## src/rtl/riscv_pkg.sv

```systemverilog
// rtl/riscv_pkg.sv - shared RV32M encodings and multiply/divide FSM state constants
package riscv_pkg;

    localparam logic [6:0] FUNCT7_MULDIV = 7'b0000001;

    localparam logic [2:0] F3_MUL    = 3'b000;
    localparam logic [2:0] F3_MULH   = 3'b001;
    localparam logic [2:0] F3_MULHSU = 3'b010;
    localparam logic [2:0] F3_MULHU  = 3'b011;
    localparam logic [2:0] F3_DIV    = 3'b100;
    localparam logic [2:0] F3_DIVU   = 3'b101;
    localparam logic [2:0] F3_REM    = 3'b110;
    localparam logic [2:0] F3_REMU   = 3'b111;

    typedef logic [1:0] muldiv_state_t;

    localparam muldiv_state_t ST_IDLE = 2'd0;
    localparam muldiv_state_t ST_CALC = 2'd1;
    localparam muldiv_state_t ST_FIX  = 2'd2;
    localparam muldiv_state_t ST_DONE = 2'd3;

endpackage

```

## src/rtl/muldiv_step.sv

```systemverilog
// rtl/muldiv_step.sv - one radix-2 step: shift-add multiply or restoring divide
module muldiv_step #(
    parameter int XLEN = 32
) (
    input  logic              is_div,
    input  logic [2*XLEN-1:0] acc_in,
    input  logic [XLEN-1:0]   rem_in,
    input  logic [XLEN-1:0]   operand,
    output logic [2*XLEN-1:0] acc_out,
    output logic [XLEN-1:0]   rem_out,
    output logic              q_bit
);

    logic [XLEN:0] sum;
    logic [XLEN:0] shifted;
    logic [XLEN:0] trial;

    always_comb begin
        sum     = {1'b0, acc_in[2*XLEN-1:XLEN]} + (acc_in[0] ? {1'b0, operand} : '0);
        shifted = {rem_in, acc_in[XLEN-1]};
        // A set sign bit means the trial subtraction went negative: restore.
        trial   = shifted - {1'b0, operand};
        q_bit   = ~trial[XLEN];
        acc_out = acc_in;
        rem_out = rem_in;
        if (is_div) begin
            rem_out = q_bit ? trial[XLEN-1:0] : shifted[XLEN-1:0];
            acc_out = {acc_in[2*XLEN-1:XLEN], acc_in[XLEN-2:0], 1'b0};
        end else begin
            acc_out = {sum, acc_in[XLEN-1:1]};
        end
    end

endmodule

```

## src/rtl/muldiv_iter.sv

```systemverilog
// rtl/muldiv_iter.sv - iterative RV32M multiply/divide unit, one radix-2 step per clock
module muldiv_iter
    import riscv_pkg::*;
#(
    parameter int XLEN         = 32,
    parameter bit FAST_SPECIAL = 1'b1
) (
    input  logic            clock,
    input  logic            reset,
    input  logic            enable,
    input  logic [2:0]      funct3,
    input  logic [6:0]      funct7,
    input  logic [XLEN-1:0] register_data_1,
    input  logic [XLEN-1:0] register_data_2,
    output logic            busy,
    output logic            out_valid,
    output logic [XLEN-1:0] register_data_out
);

    localparam int CW = $clog2(XLEN) + 1;
    localparam logic [CW-1:0]   LAST = CW'(XLEN - 1);
    localparam logic [XLEN-1:0] SMIN = {1'b1, {(XLEN-1){1'b0}}};

    muldiv_state_t     state;
    logic [CW-1:0]     count;
    logic [2:0]        op;
    logic [XLEN-1:0]   operand;
    logic [2*XLEN-1:0] acc;
    logic [XLEN-1:0]   rem;
    logic              neg_main;
    logic              neg_rem;
    logic              special;
    logic [XLEN-1:0]   spec_val;
    logic [XLEN-1:0]   result;

    logic              accept;
    logic              s1, s2;
    logic [XLEN-1:0]   mag1, mag2;
    logic              div_zero, ovf, spec_now;
    logic [XLEN-1:0]   spec_val_now;
    logic [2*XLEN-1:0] step_acc;
    logic [XLEN-1:0]   step_rem;
    logic              step_q;
    logic [2*XLEN-1:0] prod;
    logic [XLEN-1:0]   quot, remv, fix_val;

    always_comb begin
        accept = (state == ST_IDLE) && enable && (funct7 == FUNCT7_MULDIV);
        s1 = (funct3 inside {F3_MULH, F3_MULHSU, F3_DIV, F3_REM}) && register_data_1[XLEN-1];
        s2 = (funct3 inside {F3_MULH, F3_DIV, F3_REM}) && register_data_2[XLEN-1];
        mag1 = s1 ? -register_data_1 : register_data_1;
        mag2 = s2 ? -register_data_2 : register_data_2;
        div_zero = funct3[2] && (register_data_2 == '0);
        ovf = (funct3 inside {F3_DIV, F3_REM}) && (register_data_1 == SMIN) && (register_data_2 == '1);
        spec_now = div_zero || ovf;
        // funct3[1] separates the remainder ops from the quotient ops.
        if (div_zero) begin
            spec_val_now = funct3[1] ? register_data_1 : '1;
        end else begin
            spec_val_now = funct3[1] ? '0 : register_data_1;
        end
    end

    muldiv_step #(.XLEN(XLEN)) u_step (
        .is_div  (op[2]),
        .acc_in  (acc),
        .rem_in  (rem),
        .operand (operand),
        .acc_out (step_acc),
        .rem_out (step_rem),
        .q_bit   (step_q)
    );

    always_comb begin
        prod = neg_main ? -acc : acc;
        quot = neg_main ? -acc[XLEN-1:0] : acc[XLEN-1:0];
        remv = neg_rem ? -rem : rem;
        case (op)
            F3_MUL:                       fix_val = prod[XLEN-1:0];
            F3_MULH, F3_MULHSU, F3_MULHU: fix_val = prod[2*XLEN-1:XLEN];
            F3_DIV, F3_DIVU:              fix_val = quot;
            default:                      fix_val = remv;
        endcase
        if (special) begin
            fix_val = spec_val;
        end
    end

    always_ff @(posedge clock or posedge reset) begin
        if (reset) begin
            state    <= ST_IDLE;
            count    <= '0;
            op       <= '0;
            operand  <= '0;
            acc      <= '0;
            rem      <= '0;
            neg_main <= 1'b0;
            neg_rem  <= 1'b0;
            special  <= 1'b0;
            spec_val <= '0;
            result   <= '0;
        end else begin
            case (state)
                ST_IDLE: begin
                    if (accept) begin
                        op       <= funct3;
                        neg_main <= s1 ^ s2;
                        neg_rem  <= s1;
                        special  <= spec_now;
                        spec_val <= spec_val_now;
                        count    <= '0;
                        rem      <= '0;
                        // Divide shifts the dividend out of acc; multiply shifts the multiplier.
                        if (funct3[2]) begin
                            acc     <= {{XLEN{1'b0}}, mag1};
                            operand <= mag2;
                        end else begin
                            acc     <= {{XLEN{1'b0}}, mag2};
                            operand <= mag1;
                        end
                        if (FAST_SPECIAL && spec_now) begin
                            result <= spec_val_now;
                            state  <= ST_DONE;
                        end else begin
                            state  <= ST_CALC;
                        end
                    end
                end
                ST_CALC: begin
                    acc   <= op[2] ? {step_acc[2*XLEN-1:1], step_q} : step_acc;
                    rem   <= step_rem;
                    count <= count + CW'(1);
                    if (count == LAST) begin
                        state <= ST_FIX;
                    end
                end
                ST_FIX: begin
                    result <= fix_val;
                    state  <= ST_DONE;
                end
                default: begin
                    state <= ST_IDLE;
                end
            endcase
        end
    end

    assign busy              = (state == ST_CALC) || (state == ST_FIX);
    assign out_valid         = (state == ST_DONE);
    assign register_data_out = result;

endmodule
```

## config.mk

```make
export PLATFORM = sky130hd
export DESIGN_NAME = muldiv_iter
export DESIGN_NICKNAME = d
export VERILOG_FILES = /design/src/rtl/riscv_pkg.sv /design/src/rtl/muldiv_step.sv /design/src/rtl/muldiv_iter.sv
export SDC_FILE = /design/constraint.sdc
export NUM_CORES = 1
export LEC_CHECK = 0
export ABC_AREA = 1
export CAP_MARGIN = 5
export CORE_ASPECT_RATIO = 1.1
export CORE_MARGIN = 1
export CORE_UTILIZATION = 40
export CTS_CLUSTER_DIAMETER = 40
export DETAILED_ROUTE_END_ITERATION = 10
export DONT_BUFFER_PORTS = 1
export HOLD_SLACK_MARGIN = 0.06
export SLEW_MARGIN = 20
export SYNTH_ARGS = -nofsm -noshare
export SYNTH_HDL_FRONTEND = slang
export SYNTH_HIERARCHICAL = 1
export SYNTH_SLANG_ARGS = --single-unit
```

## constraint.sdc

```tcl
create_clock -name clock -period 6.06 [get_ports clock]
set_clock_uncertainty 0.2 [all_clocks]
set_input_delay 0.606 -clock clock [delete_from_list [all_inputs] [get_ports clock]]
set_output_delay 0.606 -clock clock [all_outputs]
set_load 0.01 [all_outputs]
```

==> flow_metrics.py <==
metrics = {
    "run_status": {
        "status": "complete, no violations",
    },
    "cells_and_area": {
        "final_cell_mix": "nand2_1, nor2_1, inv_1",
        "drive_above_1_share_pct": 4.99,
        "design_area_mm2": 0.0241,
        "areaGrowthSynthToFinish_pct": 8.90,
        "num_antenna_cells": 0,
        "fin_util_pct": 44.5,
        "layout.cells.non_filler": 4537,
        "nNetsFinal": 3934,
        "final_common_cell": "nand2_1",
    },
    "timing": {
        "setup_viol": 0,
        "fmax_mhz": 278,
        "min_period_over_period_pct": 59.4,
        "fin_hold_ws_ns": 0.0758,
        "setup_ws_ns": 2.46,
        "rsz0062_at_grt": "no",
        "tns_ns": 0,
        "drv_slew": 0,
        "hold_viol_final": 0,
        "min_period_ns": 3.60,
        "slew_headroom_pct": 29.9,
        "tightest_slew_ns": 1.05,
    },
    "clocking": {
        "clockBufferDepth": 3,
        "clock_latency_ns": 0.57,
        "htree_num_levels": 2,
        "cts_made_buffers": 39,
        "clock-sinks": 206,
        "clk_pin_slew_ns": 0.06,
        "cts_resized": 0,
        "cts_tree": "yes",
        "root_buffer": "clkbuf_16",
    },
    "power_and_ir_drop": {
        "power_density_mw_per_mm2": 488,
        "intPower_mw": 5.39,
        "irDropWorstVdd_v": 0.000757,
        "clock_power_share_pct": 19.7,
        "pwr-share-comb_pct": 60.4,
        "p_seq_share_pct": 19.9,
        "p_leak_nw": 12.3,
        "p_total_mw": 11.7,
        "power_switching_mw": 6.36,
        "swShare_pct": 54.1,
    },
    "critical_path": {
        "worstRegToRegCells": 18,
        "end_kind": "flip-flop",
        "reg2reg_slack_ns": 2.46,
        "critPathKind": "reg -> reg",
        "crit_top_cell": "nand2_4",
        "slowest_delay_ns": 0.48,
        "cp_max_fo": 33,
        "crit_path_cell_trace": "inv_1 > ha_1 > fa_1 > inv_1 > nand2_1 > nand2_1 > nand3_1 > nand2_2 > nand2_2 > nand2_4 > nand2_4 > nand2_4 > nand2_2 > nand2_4 > nor2_1 > o21ai_0 > nand2_1 > o21ai_0",
        "r2r-end": "acc[0]",
        "slowest_stage": "dfrtp_1",
        "crit_arrival_ns": 3.86,
        "r2r-start": "acc[31]",
        "critPathLaunchType": "flip-flop",
        "critPathRequiredTime_ns": 6.32,
    },
    "yosys": {
        "synthSimpleGateAreaFrac_pct": 43.3,
        "ys_seq_area_share_pct": 23.3,
        "synthXorXnorAreaFrac_pct": 2.81,
        "synthCells": 3849,
        "syn-num-nets": 4003,
        "synth_compound_area_share_pct": 14.8,
        "yosys_warnings": 6,
        "synth_area_per_cell_um2": 5.74,
        "synth_top_family_by_area": "simple AND/OR/NAND/NOR gates",
        "ys_types": 57,
        "synth_mux_area_share_pct": 0,
        "synth_area_mm2": 0.0221,
        "synth-seq-cells": 206,
        "yosys_most_used_dff": "dfrtp_1",
        "synth_edf_count": 0,
        "yosys.area_share.adder_pct": 4.43,
        "synth-async-reset-ratio_pct": 100,
    },
    "routing": {
        "antenna_left": 0,
        "vias": 25300,
        "wl_um": 93700,
        "drtIter0Drc": 2925,
        "drc": 0,
        "firstDrtPassIters": 6,
        "wl_per_cell_um": 20.7,
        "via_per_inst": 5.57,
    },
    "flow_run": {
        "cap_violations": 0,
    },
    "placement": {
        "dp_cells": 4444,
        "dpl.hpwl_um": 71900,
        "dpl_worst_slack_ns": 2.22,
        "place.gp.congestion": 1.07,
        "port_buffers": 0,
        "place_area_mm2": 0.0225,
    },
    "floorplanning": {
        "die_w_um": 226,
        "core.rowCount": 89,
        "die_h_um": 248,
        "design.core.area_mm2": 0.0541,
        "die_area_mm2": 0.0562,
        "num_io_pins": 111,
        "start_util_pct": 40.8,
    },
    "worst_hold_path": {
        "hold_path_end": "spec_val[28]",
        "hold_path.class": "in -> reg",
        "worstHoldStart": "funct3[1]",
        "hold_depth": 3,
    },
    "grt": {
        "grt_pass1_wl_um": 142000,
        "grt_max_degree": 142,
        "grt_pass1_vias": 23400,
        "antenna_found_initial": 3,
        "gr-total-overflow": 0,
        "track_usage_pct": 33.1,
    },
}
## state kept, by name, indices dropped and copies added (netlist names)
signal	count
register_data_out	32
count	6
op	3
acc	64
special	1
operand	32
neg_main	1
rem	32
state	2
neg_rem	1
spec_val	32
## cell usage after synthesis, drive strengths merged (5+ instances only)
| cell | count | share of area [%] |
|---|---|---|
| nand4 | 55 | 1.6 |
| o211ai | 35 | 1.2 |
| buf | 57 | 1.6 |
| nor2 | 476 | 8.3 |
| a21boi | 12 | 0.53 |
| xor2 | 46 | 1.8 |
| a21o | 5 | 0.17 |
| nand2 | 1304 | 22 |
| a31oi | 35 | 0.99 |
| a21oi | 192 | 4.5 |
| nor3 | 18 | 0.53 |
| clkbuf | 91 | 1.5 |
| o21ai | 253 | 5.8 |
| a22oi | 23 | 0.78 |
| nand3b | 19 | 0.65 |
| nor4 | 6 | 0.20 |
| inv | 475 | 8.1 |
| ha | 75 | 4.2 |
| xnor2 | 25 | 0.99 |
| dfrtp | 206 | 23 |
| nand3 | 392 | 9.0 |
| o21a | 8 | 0.27 |
| or2 | 12 | 0.34 |
## cell families (layout without fill, tap and decap cells)
group,after synthesis,in the layout
XOR/XNOR,71,71
AND/OR/NAND/NOR,2287,2287
adder cells (fa/ha/maj),77,77
AO/OA/AOI/OAI,581,581
flip-flops,206,206
buffers and inverters,627,587
## repair_timing
| action | 4_1_cts | 5_1_grt |
|---|---|---|
| buffers inserted | 0 | 0 |
| hold buffers | 23 | 0 |
| endpoints found under the hold margin | 52 | 0 |
## worst max path at each step
stage / to / depth (start not counted) / start / slack, ns
3_3_place_gp: register_data_out[23] / 12 / register_data_2[1] / 2.25
3_5_place_dp: register_data_out[23] / 12 / register_data_2[1] / 2.22
6_report: acc[0] / 18 / acc[31] / 2.46
4_1_cts: acc[0] / 18 / acc[31] / 2.51
5_1_grt: acc[47] / 17 / acc[0] / 2.10
2_1_floorplan: acc[0] / 1 / reset / 2.58
## power groups by stage
| stage | Sequential (mW) | Combinational, mW | Clock, mW |
|---|---|---|---|
| floorplan | 2.06 | 5.54 | 0 |
| global placement | 2.33 | 6.95 | 0 |
| CTS | 2.31 | 7.01 | 2.34 |
| finish | 2.33 | 7.10 | 2.32 |
| global route | 2.37 | 8.03 | 2.39 |
| detailed placement | 2.33 | 6.96 | 0 |
## cell type report
class,instances,area [µm²]
clock buffer,45,1070
tap,728,911
inverter,479,1810
multi-input combinational,3016,14500
clock inverter,25,293
fill,5967,30100
sequential,206,5160
timing repair buffer,38,355
## per-layer routing
layer  vias to the layer above  global-route usage [%]  wire length [µm]
met5                         -                       0                10
met4                         2                    16.9              5110
li1                      12300                       -                 -
met2                      1131                    48.8             39300
met3                       205                    8.09              9160
met1                     11700                    44.5             40100
## worst max-delay path: cells and delay by family, from the launching register on
family | cells | cell delay, ns
buf+inv | 2 | 0.29
fa+ha+maj | 2 | 0.70
simple gates | 12 | 1.42
flops | 1 | 0.48
compound gates | 2 | 0.36
(Power assumes the default switching activity.)
